### src/rtl/can_bit_timing_ctrl.sv
// CAN/CAN-FD bit-timing scheduler: prescales clk_in into time quanta and steps each bit
// through SYNC/TSEG1/TSEG2 with nominal/data rate switching at the sample point.
module can_bit_timing_ctrl #(
  parameter int BRP_W  = 8,
  parameter int SEG1_W = 8,
  parameter int SEG2_W = 7
) (
  input  logic              clk_in,
  input  logic              rst,
  input  logic              enable,
  input  logic              hard_sync,
  input  logic              rate_sel,
  input  logic [BRP_W-1:0]  brp_nom,
  input  logic [SEG1_W-1:0] tseg1_nom,
  input  logic [SEG2_W-1:0] tseg2_nom,
  input  logic [BRP_W-1:0]  brp_dat,
  input  logic [SEG1_W-1:0] tseg1_dat,
  input  logic [SEG2_W-1:0] tseg2_dat,
  output logic              tq_tick,
  output logic              bit_start,
  output logic              sample_pt,
  output logic              active_rate,
  output logic [1:0]        seg_state
);

  localparam int CNT_W = (SEG1_W > SEG2_W) ? SEG1_W : SEG2_W;

  typedef enum logic [1:0] {
    ST_IDLE  = 2'b00,
    ST_SYNC  = 2'b01,
    ST_TSEG1 = 2'b10,
    ST_TSEG2 = 2'b11
  } state_t;

  state_t            state_q, state_d;
  logic [BRP_W-1:0]  pc_q, pc_d;
  logic [CNT_W-1:0]  tq_cnt_q, tq_cnt_d;
  logic [BRP_W-1:0]  brp_q, brp_d;
  logic [SEG1_W-1:0] tseg1_q, tseg1_d;
  logic [SEG2_W-1:0] tseg2_q, tseg2_d;
  logic              active_rate_q, active_rate_d;
  logic              bit_start_q, bit_start_d;

  logic [BRP_W-1:0]  brp_eff;
  logic [SEG1_W-1:0] tseg1_eff;
  logic [SEG2_W-1:0] tseg2_eff;
  logic              tick_w, last1_w, last2_w, hs_w, load_all;

  // A zero field behaves as one tq / one clock.
  assign brp_eff   = (brp_q   == '0) ? BRP_W'(1)  : brp_q;
  assign tseg1_eff = (tseg1_q == '0) ? SEG1_W'(1) : tseg1_q;
  assign tseg2_eff = (tseg2_q == '0) ? SEG2_W'(1) : tseg2_q;

  assign tick_w  = (state_q != ST_IDLE) && (pc_q == (brp_eff - BRP_W'(1)));
  assign last1_w = (tq_cnt_q == (CNT_W'(tseg1_eff) - CNT_W'(1)));
  assign last2_w = (tq_cnt_q == (CNT_W'(tseg2_eff) - CNT_W'(1)));
  assign hs_w    = enable && hard_sync && (state_q != ST_IDLE);

  assign tq_tick     = tick_w;
  assign sample_pt   = (state_q == ST_TSEG1) && tick_w && last1_w && !hs_w;
  assign bit_start   = bit_start_q;
  assign active_rate = active_rate_q;
  assign seg_state   = state_q;

  always_comb begin
    state_d       = state_q;
    pc_d          = pc_q;
    tq_cnt_d      = tq_cnt_q;
    brp_d         = brp_q;
    tseg1_d       = tseg1_q;
    tseg2_d       = tseg2_q;
    active_rate_d = active_rate_q;
    bit_start_d   = 1'b0;
    load_all      = 1'b0;

    if (!enable) begin
      state_d       = ST_IDLE;
      pc_d          = '0;
      tq_cnt_d      = '0;
      active_rate_d = 1'b0;
    end else if (state_q == ST_IDLE || hard_sync) begin
      state_d     = ST_SYNC;
      pc_d        = '0;
      tq_cnt_d    = '0;
      bit_start_d = 1'b1;
      load_all    = 1'b1;
    end else begin
      pc_d = tick_w ? '0 : pc_q + BRP_W'(1);
      if (tick_w) begin
        case (state_q)
          ST_SYNC: begin
            state_d  = ST_TSEG1;
            tq_cnt_d = '0;
          end
          ST_TSEG1: begin
            if (last1_w) begin
              state_d       = ST_TSEG2;
              tq_cnt_d      = '0;
              active_rate_d = rate_sel;
              // A rate change takes effect immediately for this bit's TSEG2.
              if (rate_sel != active_rate_q) begin
                brp_d   = rate_sel ? brp_dat : brp_nom;
                tseg2_d = rate_sel ? tseg2_dat : tseg2_nom;
              end
            end else begin
              tq_cnt_d = tq_cnt_q + CNT_W'(1);
            end
          end
          ST_TSEG2: begin
            if (last2_w) begin
              state_d     = ST_SYNC;
              tq_cnt_d    = '0;
              bit_start_d = 1'b1;
              load_all    = 1'b1;
            end else begin
              tq_cnt_d = tq_cnt_q + CNT_W'(1);
            end
          end
          default: state_d = ST_IDLE;
        endcase
      end
    end

    if (load_all) begin
      brp_d   = active_rate_d ? brp_dat   : brp_nom;
      tseg1_d = active_rate_d ? tseg1_dat : tseg1_nom;
      tseg2_d = active_rate_d ? tseg2_dat : tseg2_nom;
    end
  end

  always_ff @(posedge clk_in or posedge rst) begin
    if (rst) begin
      state_q       <= ST_IDLE;
      pc_q          <= '0;
      tq_cnt_q      <= '0;
      brp_q         <= '0;
      tseg1_q       <= '0;
      tseg2_q       <= '0;
      active_rate_q <= 1'b0;
      bit_start_q   <= 1'b0;
    end else begin
      state_q       <= state_d;
      pc_q          <= pc_d;
      tq_cnt_q      <= tq_cnt_d;
      brp_q         <= brp_d;
      tseg1_q       <= tseg1_d;
      tseg2_q       <= tseg2_d;
      active_rate_q <= active_rate_d;
      bit_start_q   <= bit_start_d;
    end
  end

endmodule

### config.mk
export PLATFORM = sky130hd
export DESIGN_NAME = can_bit_timing_ctrl
export DESIGN_NICKNAME = d
export VERILOG_FILES = /design/src/rtl/can_bit_timing_ctrl.sv
export SDC_FILE = /design/constraint.sdc
export NUM_CORES = 1
export LEC_CHECK = 0
export CAP_MARGIN = 20
export CORE_UTILIZATION = 54
export DETAILED_ROUTE_END_ITERATION = 8
export HOLD_SLACK_MARGIN = 0.06
export PLACE_DENSITY = 0.84
export SYNTH_ARGS = -nofsm -noshare
export SYNTH_HDL_FRONTEND = slang
export SYNTH_SLANG_ARGS = --single-unit
### constraint.sdc
create_clock -name clk_in -period 4.6 [get_ports clk_in]
set_input_delay 1.38 -clock clk_in [delete_from_list [all_inputs] [get_ports clk_in]]
set_output_delay 1.38 -clock clk_in [all_outputs]
set_load 0.1 [all_outputs]
==> results of run 1 <==
-- stage by stage --
stage | utilization (%) | instance area (um2) | total power (W)
detailed placement | 66.8 | 3960 | 0.000737
finish | 70.0 | 4140 | 0.00106
global placement | 66.8 | 3960 | 0.000725
floorplan | - | 3320 | 0.000646
CTS | 69.2 | 4100 | 0.00105
global route | 70.0 | 4140 | 0.00111
-- worst max-delay path, delay by kind of cell (launching register included) --
family / cells / cell delay [ps]
compound gates: 3 / 580
fa+ha+maj: 1 / 230
buf+inv: 1 / 190
flops: 1 / 460
simple gates: 4 / 1340
-- cell usage after synthesis (3+ instances only) --
| cell type | count | area [um2] |
|---|---|---|
| sky130_fd_sc_hd__dfrtp_1 | 43 | 1080 |
| sky130_fd_sc_hd__nor2_1 | 37 | 139 |
| sky130_fd_sc_hd__inv_1 | 34 | 128 |
| sky130_fd_sc_hd__o21ai_0 | 25 | 125 |
| sky130_fd_sc_hd__nand3_1 | 19 | 95.1 |
| sky130_fd_sc_hd__a21oi_1 | 15 | 75.1 |
| sky130_fd_sc_hd__a21oi_2 | 15 | 131 |
| sky130_fd_sc_hd__o31a_1 | 15 | 131 |
| sky130_fd_sc_hd__nand2_1 | 14 | 52.6 |
| sky130_fd_sc_hd__xnor2_1 | 14 | 123 |
| sky130_fd_sc_hd__xor2_1 | 12 | 105 |
| sky130_fd_sc_hd__mux2i_1 | 10 | 100 |
| sky130_fd_sc_hd__clkbuf_1 | 9 | 33.8 |
| sky130_fd_sc_hd__ha_1 | 9 | 113 |
| sky130_fd_sc_hd__and3_1 | 8 | 50.1 |
| sky130_fd_sc_hd__buf_2 | 8 | 40.0 |
| sky130_fd_sc_hd__nand4_1 | 7 | 43.8 |
| sky130_fd_sc_hd__nor3_1 | 7 | 35.0 |
| sky130_fd_sc_hd__a211oi_1 | 6 | 45.0 |
| sky130_fd_sc_hd__o22ai_1 | 5 | 31.3 |
| sky130_fd_sc_hd__nand2b_1 | 4 | 25.0 |
| sky130_fd_sc_hd__nor4_1 | 4 | 25.0 |
| sky130_fd_sc_hd__o221ai_1 | 4 | 35.0 |
| sky130_fd_sc_hd__a21o_1 | 3 | 22.5 |
| sky130_fd_sc_hd__nand3b_1 | 3 | 22.5 |
| sky130_fd_sc_hd__o21ai_1 | 3 | 15.0 |
| sky130_fd_sc_hd__or2_2 | 3 | 18.8 |
-- flip-flops by register name, summed over array words and instances, names as in the netlist --
name,cells
brp_q,8
pc_q,8
tq_cnt_q,8
tseg1_q,8
tseg2_q,7
seg_state,2
active_rate,1
bit_start,1
-- routing by layer --
layer	vias to the layer above	track usage, %	wire length (um)	share of wire (%)
li1	1476	-	-	-
met1	1454	33.9	3390	43
met2	125	45.3	3830	48
met3	18	3.86	497	6.3
met4	0	10.2	179	2.3
met5	-	0	0	0
-- cell families after synthesis --
| kind of cell | after synthesis | share of synthesized area, % |
|---|---|---|
| flops | 43 | 32.6 |
| buf+inv | 55 | 7.23 |
| compound gates | 111 | 25.4 |
| simple gates | 123 | 20.5 |
| xor+xnor | 27 | 7.57 |
| fa+ha+maj | 9 | 3.41 |
| mux | 11 | 3.37 |
-- area by class of cell --
type / instances / share of cell area [%]
inverter: 34 / 3.08
sequential: 43 / 26.1
clock buffer: 6 / 1.99
tap: 75 / 2.26
timing repair buffer: 69 / 16.4
clock inverter: 2 / 0.845
multi-input combinational: 281 / 49.4
-- worst paths after layout --
check                      startpoint          to  slack (ps)  depth (start not counted)
min in group asynchronous         rst   bit_start        1550                          2
hold reg to reg            tseg2_q[0]  tseg2_q[0]         560                          2
setup reg to reg             brp_q[2]  tseg2_q[1]        1020                         11
hold / removal             tseg2_q[0]  tseg2_q[0]         560                          2
setup / recovery             brp_q[2]   sample_pt         120                          9
max in group asynchronous         rst    brp_q[2]        2220                          3
-- power breakdown --
group	internal, W	switching (W)	total [W]
registers	0.000409	0.0000521	0.000461
clock network	0.000176	0.000134	0.000310
logic	0.000144	0.000143	0.000287
total	0.000729	0.000329	0.00106
-- what timing repair did --
item	4_1_cts	5_1_grt
gates resized for setup	2	8
pin swaps	3	3
gates cloned	0	0
setup endpoints to repair	1	1
setup buffers	2	3
==> summary by stage, run 1 <==
Cells and area
The fraction of final layout cells with drive strength greater than 1 is 15.4%. The final layout contains 494 nets. The count of cells in the finished layout, fillers not included, comes to 510. Summing all multi-input logic gate instances after layout gives 2050 um2. In the layout the commonest cells are 54 x sky130_fd_sc_hd__clkdlybuf4s50_1, 39 x sky130_fd_sc_hd__dfrtp_1, 37 x sky130_fd_sc_hd__nor2_1, 34 x sky130_fd_sc_hd__inv_1, 25 x sky130_fd_sc_hd__o21ai_0. The area growth from synthesis to layout is 25.4%. The antenna cell count is 0. The library cell used most frequently in the layout, excluding fill and tap cells, is sky130_fd_sc_hd__clkdlybuf4s50_1. The layout filler cell count is 474. The sequential cells in the finished layout cover a total of 1080 um2.

Timing
Across all hold checks on the routed design, the worst slack comes to 555 ps. Setup repair after global routing left no endpoint under its margin. The hold violation total from the final report is 0.

The sum of negative setup slack is 0 ps. Based on the critical path, the design can be clocked at up to 0.223 GHz. The measured slew at the worst slew-check pin is 997 ps.

The worst-case headroom to the max-slew limit is 33.3%. The number of slew-limit violations in the final report was 0. The period utilization is 97.4%. The post-layout worst setup margin is 120 ps. The clock skew is 5.38 ps. Subtracting the final worst setup slack from the clock period gives 4480 ps.

Setup violations remaining at the end of the flow were counted as 0.

Synth
The post-synthesis cell count is 379. Synthesis produced a netlist with a net count of 439. In the synthesized netlist the async set-or-reset flop fraction comes to 100%.

The post-synth design cell area is 3310 um2. Yosys printed 0 warnings. The number of enable flip-flop cells after synthesis is 0. The count of state elements after synthesis is 43.

The netlist uses 60 different library cells. The mean instance size in the synthesized netlist is 8.72 um2. The most frequently used flop master after synthesis is sky130_fd_sc_hd__dfrtp_1. The sequential cell area fraction in the yosys report is 32.6%.

Setup path
The largest individual stage delay along the critical path comes from the cell sky130_fd_sc_hd__or4_4. The capturing element type of the critical path is an output port. The type of origin of the critical path is a flip-flop. The signal on the critical path passes through nor4_4, a21oi_1, ha_2, or3_1, a311oi_2, nand3_4, or4_4, a21oi_4, buf_12.

The required time of the critical path is 3220 ps. On the worst path, the slowest cell contributes a delay of 550 ps. Data arrives at the worst endpoint at 3100 ps.

By startpoint and endpoint, the worst setup path is classified as reg2out. The maximum fanout along the worst path is 6.

Clock network
In this run, post-CTS hold repair placed 0 buffers. After clock tree synthesis, the clock-pin slew on the worst setup and hold paths is 80 ps. The number of clock sinks seen by CTS is 43.

The total clock buffers created by CTS is 5. The cell at the root of the clock tree is sky130_fd_sc_hd__clkbuf_8. At the later pin of the worst-skew pair, clock insertion delay measures 300 ps. The clock tree synthesis step divided the H-tree into 2 levels.

TritonCTS built the clock tree. The longest clock path from root to sink contains 2 buffers.

Detailed routing
Dividing the detail-routed via count by the number of cells gives 6.03. Once detail routing completed, the nets flagged for antenna violations numbered 0. In the final routed layout, each cell accounts on average for 15.5 um. After detailed routing, the number of remaining DRC violations is 0.

The number of detailed-route iterations in the first pass is 7. The number of vias after detailed routing is 3073. After the first detailed-routing iteration, the DRC count stood at 242.

The final routed wirelength across all metal layers is 7.89 mm.

Status
The run finished with clean final reports.

Placed design
The number of cells in the design after placement is 497. The final RePlAce weighted congestion is 0.888. Timing analysis after detailed placement gives a worst setup slack of 216 ps. The sum of net half-perimeters after detailed placement is 5.96 mm. In this run the tool buffered the top-level ports with 56 buffer cells.

Floorplanning
The area of the core region is 5920 um2. The die outline width is 80.2 um. The die boundary height is 80.2 um. The die covers 6440 um2.

The number of I/O pins is 57. The initialized floorplan defines 28 standard-cell rows. The initial cell density of the core is 55.8%.

Run
The number of violations of the max-capacitance limit is 0.

GRT
Across every metal layer, demand over resource in global routing totals 26.6%. The first global-routing pass estimated 13.4 mm of wire. The pin count of the biggest net entering global routing is 31. The number of global-route vias before repair is 2945. The number of antenna violations at the first check in global routing is 0. Global routing finished with a remaining overflow of 0.

Power
The worst-case IR drop observed on VDD is 0.160 mV. The total power per unit cell area is 255 nW/um2. The leakage component of the power is 1.64 nW.

Worst hold path
The classification of the worst-slack hold path is reg2reg.
Power figures use the tool's default switching activity.
==> inputs of run 2 (changes only) <==
- CORE_MARGIN: default -> 2
==> summary by stage, run 2 (synthesis gave the netlist of run 1 again) <==
Status
The run finished, with violations left. The checks that failed: setup timing.

Power
The total power per unit cell area came to 241 nW/um2 (-5.6%). The relative contribution of the clock network to total power is 23.6% (-5.7 points). The total power draw came to 0.00101 W (-4.5%). The switching share of power is 32.5% (+1.4 points). The internal power summed over all cells came to 0.000683 W (-6.4%). The sequential group share of total power is 45.8% (+2.2 points). The worst IR drop on VDD is 0.151 mV (-6.0%). The leakage component of the power is 1.66 nW (+1.2%). The combinational cell fraction of total power is 30.6% (+3.5 points). The net switching component of the power was 0.000329 W (-0.28%).

Cells and area
The most frequent standard cell in the layout excluding fill and tap cells is sky130_fd_sc_hd__clkdlybuf4s50_1. The final design utilization is 70.9% (+0.87 points). The final-stage net count is 500 (+1.2%). The antenna cell count is 0 (unchanged). The post-layout instance count excluding filler cells was 515 (+0.98%).

The fraction of final layout cells with drive strength greater than 1 was 17.3% (+1.9 points). The signed area change from the synthesized netlist to the final layout is 26.9%. The library cells used most frequently in the layout, excluding fill and tap cells, are 54 x sky130_fd_sc_hd__clkdlybuf4s50_1, 38 x sky130_fd_sc_hd__dfrtp_1, 37 x sky130_fd_sc_hd__nor2_1, 34 x sky130_fd_sc_hd__inv_1, 25 x sky130_fd_sc_hd__o21ai_0.

Detailed routing
The average detailed-routed wire length per instance is 16.1 um (+3.9%). The number of detailed-route iterations in the first pass was 5 (-2). The number of vias after detailed routing came to 3105 (+1.0%). The DRC violation count after routing is 0 (unchanged). The first-iteration detailed-routing DRC count was 211 (-13%). The detailed-route vias per instance is 6.03 (about the same). The number of nets still failing antenna checks after routing is 0 (unchanged). The final routed wirelength across all metal layers is 8.28 mm (+4.9%).

Worst hold path
The end point of the most critical hold path is tseg2_q[0]. The min-delay analysis places its worst path in the category reg2reg. The cell depth of the worst min-delay path is 2 (unchanged). The startpoint identified for the worst hold timing path is tseg2_q[0].

Setup path
The worst reg2reg path startpoint is brp_q[2]. The number of cells on the worst reg-to-reg path is 11 (unchanged). The capturing element type of the critical path is an output port. The maximum fanout along the worst path was 6 (unchanged). The critical path starts at tseg1_q[2]. The worst path arrival time is 3220 ps (+120 ps). The type of origin of the critical path is a flip-flop. The reg-to-reg critical path endpoint is tseg1_q[3]. The required time of the critical path is 3220 ps (about the same). The worst setup slack for register-to-register paths was 1050 ps (+30 ps). The category of the most critical setup path is reg2out.

GRT
The overall overflow remaining after global route came to 0 (unchanged). The first-pass GRT wire length came to 12.4 mm (-7.6%). The pin count of the biggest net entering global routing is 31 (unchanged). The number of antenna violations at the first check in global routing came to 0 (unchanged).

The global-route usage over all layers was 23.7% (-2.9 points). The number of global-route vias before repair is 2716 (-7.8%).

Floorplanning
The number of I/O pins was 57 (unchanged). The die boundary height is 82.2 um (+2.5%). The area of the core region is 5920 um2 (unchanged). The number of core rows is 28 (unchanged). The initial cell density of the core is 55.8% (unchanged). The die outline width is 82.2 um (+2.5%). The die area is 6760 um2 (+5.0%).

Placed design
The port buffer count is 56 (unchanged). The sum of net half-perimeters after detailed placement was 5.72 mm (-4.0%). The number of cells in the design after placement was 496 (-0.20%). The final RePlAce weighted congestion is 0.888 (about the same).

Run
The number of violations of the max-capacitance limit was 0 (unchanged).

Timing
The peak clock frequency supported by timing is 0.217 GHz (-2.7%). The hold violation total from the final report was 0 (unchanged). The number of failing setup endpoints in the final timing report came to 1 (+1). The post-layout worst setup margin is -3.25 ps (-124 ps). The clock skew is 5.19 ps (-0.194 ps). The measured slew at the worst slew-check pin came to 992 ps (-5.06 ps). The sum of negative setup slack is -3.25 ps (-3.25 ps).

The period utilization was 100% (+2.7 points). The post-route minimum period was 4600 ps (+124 ps). The worst-case headroom to the max-slew limit is 33.7% (+0.34 points). The final hold slack came to 553 ps (-2.35 ps). The number of slew-limit violations in the final report is 0 (unchanged).

Clock network
The clock edge transition at the registers on the reported setup and hold paths is 80 ps (about the same). The clock tree from TritonCTS is yes. The total clock buffers created by CTS is 5 (unchanged). In this run the clock root is driven by a sky130_fd_sc_hd__clkbuf_8. The number of clock sinks seen by CTS is 43 (unchanged). The hold-fix buffer count after cts is 0 (unchanged). The maximum clock insertion buffer count is 2 (unchanged). The worst-skew pair later-pin latency was 290 ps (about the same). The H-tree depth was 2 (unchanged).
-- run 2: changes by cell type in the layout (fill, tap and decap cells not counted), sizes merged --
cell	before	now
buf	15	21
bufinv	1	0
-- run 2: worst max-delay path: stages (launching register included) --
cell	delay, ps
sky130_fd_sc_hd__dfrtp_2	470
sky130_fd_sc_hd__nor4_4	350
sky130_fd_sc_hd__a21oi_2	120
sky130_fd_sc_hd__ha_2	350
sky130_fd_sc_hd__xor2_1	230
sky130_fd_sc_hd__o221ai_1	180
sky130_fd_sc_hd__a211oi_2	300
sky130_fd_sc_hd__nand3_2	140
sky130_fd_sc_hd__or4_4	460
sky130_fd_sc_hd__a21oi_4	150
sky130_fd_sc_hd__buf_12	190
-- run 2: stage by stage --
step,cell area (um2),worst slack [ps]
global route,4200,-120
CTS,4060,9.31
detailed placement,3950,161
finish,4200,-3.25
global placement,3950,295
floorplan,3320,57.0
-- run 2: power by group through the flow --
stage	Combinational, W	Sequential [W]	Clock [W]
floorplan	0.000183	0.000463	0
global placement	0.000261	0.000462	0
detailed placement	0.000268	0.000466	0
CTS	0.000274	0.000461	0.000244
global route	0.000335	0.000469	0.000260
finish	0.000309	0.000464	0.000238
-- run 2: cell type report --
| cell class | instances | area [um2] |
|---|---|---|
| multi-input combinational | 281 | 2080 |
| fill | 450 | 1730 |
| sequential | 43 | 1080 |
| clock inverter | 1 | 5.00 |
| inverter | 34 | 128 |
| clock buffer | 6 | 82.6 |
| tap | 75 | 93.8 |
| timing repair buffer | 75 | 723 |
-- run 2: worst max path at each step --
stage	depth (start not counted)	slack, ps	endpoint
2_1_floorplan	8	60	sample_pt
3_3_place_gp	9	300	sample_pt
3_5_place_dp	9	160	sample_pt
4_1_cts	9	9	sample_pt
5_1_grt	10	-120	sample_pt
6_report	10	-3	sample_pt
-- run 2: what timing repair did --
item                                   CTS  global route
pin swaps                                2             7
endpoints found under the hold margin    0             0
setup buffers                            2            10
resized for setup                        2            14
setup endpoints to repair                1             1
cloned                                   0             0
-- run 2: metal layers --
metal,up-vias,track usage [%],wire length [um]
li1,1485,-,-
met1,1447,30.7,3600
met2,149,39.4,3920
met3,24,5.43,546
met4,0,7.50,208
met5,-,0,0
==> inputs of run 3 (changes only) <==
- CELL_PAD_IN_SITES_DETAIL_PLACEMENT: default -> 1
- CELL_PAD_IN_SITES_GLOBAL_PLACEMENT: default -> 2
- CORE_UTILIZATION: 54 -> 32
- PLACE_DENSITY: 0.84 -> 0.83
==> summary by stage, run 3 (synthesis gave the netlist of run 1 again) <==
Status
The flow ran to the end, and the final reports show no timing, DRC or antenna violations.

Power
The leakage component of the power is 1.62 nW (-1.8%). The worst IR drop on VDD is 0.105 mV (-30%). The total power per unit cell area was 236 nW/um2 (-2.1%). The switching share of power is 33.4% (+0.93 points). The relative contribution of the clock network to total power is 24.1% (+0.5 points).

The combinational cell fraction of total power is 29.2% (-1.4 points). The net switching component of the power was 0.000331 W (+0.86%). The internal power summed over all cells is 0.000660 W (-3.3%). The sequential group share of total power was 46.7% (+0.9 points).

Detailed routing
The detailed-route vias per instance is 5.26 (-13%). The average detailed-routed wire length per instance is 16.0 um (-0.48%). The DRC violation count after routing came to 0 (unchanged). The final routed wirelength across all metal layers came to 9.13 mm (+10%). The first-iteration detailed-routing DRC count is 53 (-75%). The number of vias after detailed routing is 3002 (-3.3%). The number of detailed-route iterations in the first pass is 4 (-1). The number of nets still failing antenna checks after routing is 0 (unchanged).

Setup path
The worst setup slack for register-to-register paths is 1080 ps (+30 ps). The critical path ends at sample_pt. STA classifies the critical path endpoint as an output port. In this run the critical register-to-register path is captured at tseg1_q[3]. The category of the most critical setup path is reg2out. The worst path arrival time is 3080 ps (-140 ps).

The critical path goes through nor4_4, a21oi_1, ha_1, or3_1, a311oi_4, nand3_4, or4_4, a21oi_4, buf_12. The family with the most delay on the worst path is simple AND/OR/NAND/NOR gates. The maximum fanout along the worst path came to 5 (-1). The number of cells on the critical path was 9 (-1). The required time of the critical path is 3220 ps (about the same). The delay of the slowest cell on the worst path is 560 ps (+90 ps). The worst reg2reg path startpoint is brp_q[4]. The cell type of the slowest stage on the worst timing path is sky130_fd_sc_hd__or4_4.

STA classifies the critical path startpoint as a flip-flop. The number of cells on the worst reg-to-reg path was 11 (unchanged). The count of buffer and inverter cells on the critical path is 1 (unchanged). The origin of the worst setup path is brp_q[4].

GRT
The met1 routing resource usage after global routing is 21.1% (-9.5 points). The global routing stage identified its most utilized layer as met2. The pin count of the biggest net entering global routing was 44 (+42%). The global routing met2 resource utilization is 30.5% (-8.9 points). The overall overflow remaining after global route is 0 (unchanged). The first-pass GRT wire length is 15.6 mm (+26%). The number of antenna violations at the first check in global routing is 0 (unchanged).

The met3 routing resource usage after global routing is 2.41% (-3.0 points). The number of global-route vias before repair came to 3144 (+16%). The global-route usage over all layers came to 16.9% (-6.8 points).

Timing
The number of failing setup endpoints in the final timing report is 0 (-1). The number of slew-limit violations in the final report is 0 (unchanged). The peak clock frequency supported by timing is 0.224 GHz (+3.3%). The clock skew is 9.83 ps (+4.64 ps). The worst-case headroom to the max-slew limit is 35.0% (+1.4 points). The hold violation total from the final report is 0 (unchanged). The measured slew at the worst slew-check pin is 972 ps (-20.4 ps). The final hold slack is 568 ps (+14.7 ps).

The post-route minimum period is 4460 ps (-146 ps). The period utilization is 96.9% (-3.2 points).

Clock network
Clock tree synthesis selected as its root buffer the cell sky130_fd_sc_hd__clkbuf_8. The worst-skew pair later-pin latency came to 300 ps (about the same). The total clock buffers created by CTS came to 5 (unchanged). The clock edge transition at the registers on the reported setup and hold paths is 80 ps (about the same). The number of clock sinks seen by CTS is 43 (unchanged). The maximum clock insertion buffer count came to 2 (unchanged).

The H-tree depth is 2 (unchanged). The clock tree from TritonCTS is yes.

Cells and area
The layout filler cell count came to 1241 (+180%). The library cell used most frequently in the layout, excluding fill and tap cells, is sky130_fd_sc_hd__clkdlybuf4s50_1. The final design instance area without fill was 4200 um2 (+0.12%). The antenna cell count is 0 (unchanged). The final design utilization is 41.2% (-30 points). The fraction of final layout cells with drive strength greater than 1 is 14.7% (-2.6 points). The signed area change from the synthesized netlist to the final layout is 27.1%. The final-stage net count came to 494 (-1.2%). Leaving out fill and tap cells, the most frequent cells in the layout are 54 x sky130_fd_sc_hd__clkdlybuf4s50_1, 39 x sky130_fd_sc_hd__dfrtp_1, 37 x sky130_fd_sc_hd__nor2_1, 34 x sky130_fd_sc_hd__inv_1, 25 x sky130_fd_sc_hd__o21ai_0.

Floorplanning
The initial cell density of the core was 32.5% (-23 points). The die area is 11200 um2 (+65%). The number of core rows is 37 (+32%).

The area of the core region came to 10200 um2 (+72%). The number of I/O pins is 57 (unchanged). The die outline width came to 106 um (+28%). The die boundary height is 106 um (+28%).

Run
The number of violations of the max-capacitance limit is 0 (unchanged).

Placed design
The port buffer count was 56 (unchanged). The post-place instance area is 4050 um2 (+2.5%). The sum of net half-perimeters after detailed placement is 6.89 mm (+20%). The final RePlAce weighted congestion was 0.845 (-4.8%).

Worst hold path
The classification of the worst-slack hold path is reg2reg.
## run 3: cell types whose count changed in the layout (fill, tap and decap cells not counted), moves of 2 or more
cell,before,now
sky130_fd_sc_hd__a21oi_1,12,14
sky130_fd_sc_hd__buf_4,19,13
sky130_fd_sc_hd__clkbuf_1,0,2
sky130_fd_sc_hd__a21oi_2,17,15
## run 3: tightest hold or removal path, stage by stage, from the launching register on
cell                      delay, ps
sky130_fd_sc_hd__dfrtp_1        370
sky130_fd_sc_hd__nor2_1          60
sky130_fd_sc_hd__a21oi_2         90
## run 3: worst min-delay path by stage
stage	start	endpoint	slack, ps	cells past startpoint
floorplan	tseg2_q[0]	tseg2_q[0]	510	2
global placement	tseg2_q[0]	tseg2_q[0]	540	2
detailed placement	tseg2_q[0]	tseg2_q[0]	550	2
CTS	tseg2_q[0]	tseg2_q[0]	570	2
global route	pc_q[7]	pc_q[7]	640	2
finish	tseg2_q[0]	tseg2_q[0]	570	2
## run 3: final cells by class
| cell class | instances | area, um2 | area share [%] |
|---|---|---|---|
| Clock buffer | 7 | 76.3 | 1.82 |
| Clock inverter | 1 | 5.00 | 0.119 |
| Inverter | 34 | 128 | 3.04 |
| Multi-Input combinational cell | 281 | 2060 | 49.1 |
| Sequential cell | 43 | 1080 | 25.7 |
| Tap cell | 136 | 170 | 4.05 |
| Timing Repair Buffer | 69 | 678 | 16.1 |
## run 3: what timing repair did
item                       in CTS  in global routing
resized for setup               3                  8
pin swaps                       3                  3
setup endpoints to repair       1                  1
buffers inserted                3                  0
hold buffers                    0                  0
## run 3: through the flow
stage / worst slack [ps] / std cells / setup TNS (ps) / total power, W
after floorplan: 57.0 / 379 / 0 / 0.000646
after global placement: 287 / 560 / 0 / 0.000736
after detailed placement: 223 / 560 / 0 / 0.000744
after CTS: 27.4 / 571 / 0 / 0.000998
after global routing: -28.6 / 571 / -28.6 / 0.00105
final: 143 / 571 / 0 / 0.000992
## run 3: power by group through the flow
| stage | Combinational, W | Sequential (W) | Clock, W |
|---|---|---|---|
| floorplan | 0.000183 | 0.000463 | 0 |
| global placement | 0.000273 | 0.000462 | 0 |
| detailed placement | 0.000278 | 0.000466 | 0 |
| CTS | 0.000285 | 0.000460 | 0.000253 |
| global route | 0.000321 | 0.000470 | 0.000262 |
| finish | 0.000289 | 0.000463 | 0.000239 |
## run 3: routing by layer
metal / share of wire [%] / routed length, um
met1: 46 / 4220
met2: 49 / 4490
met3: 3.4 / 313
met4: 1.1 / 105
met5: 0 / 0
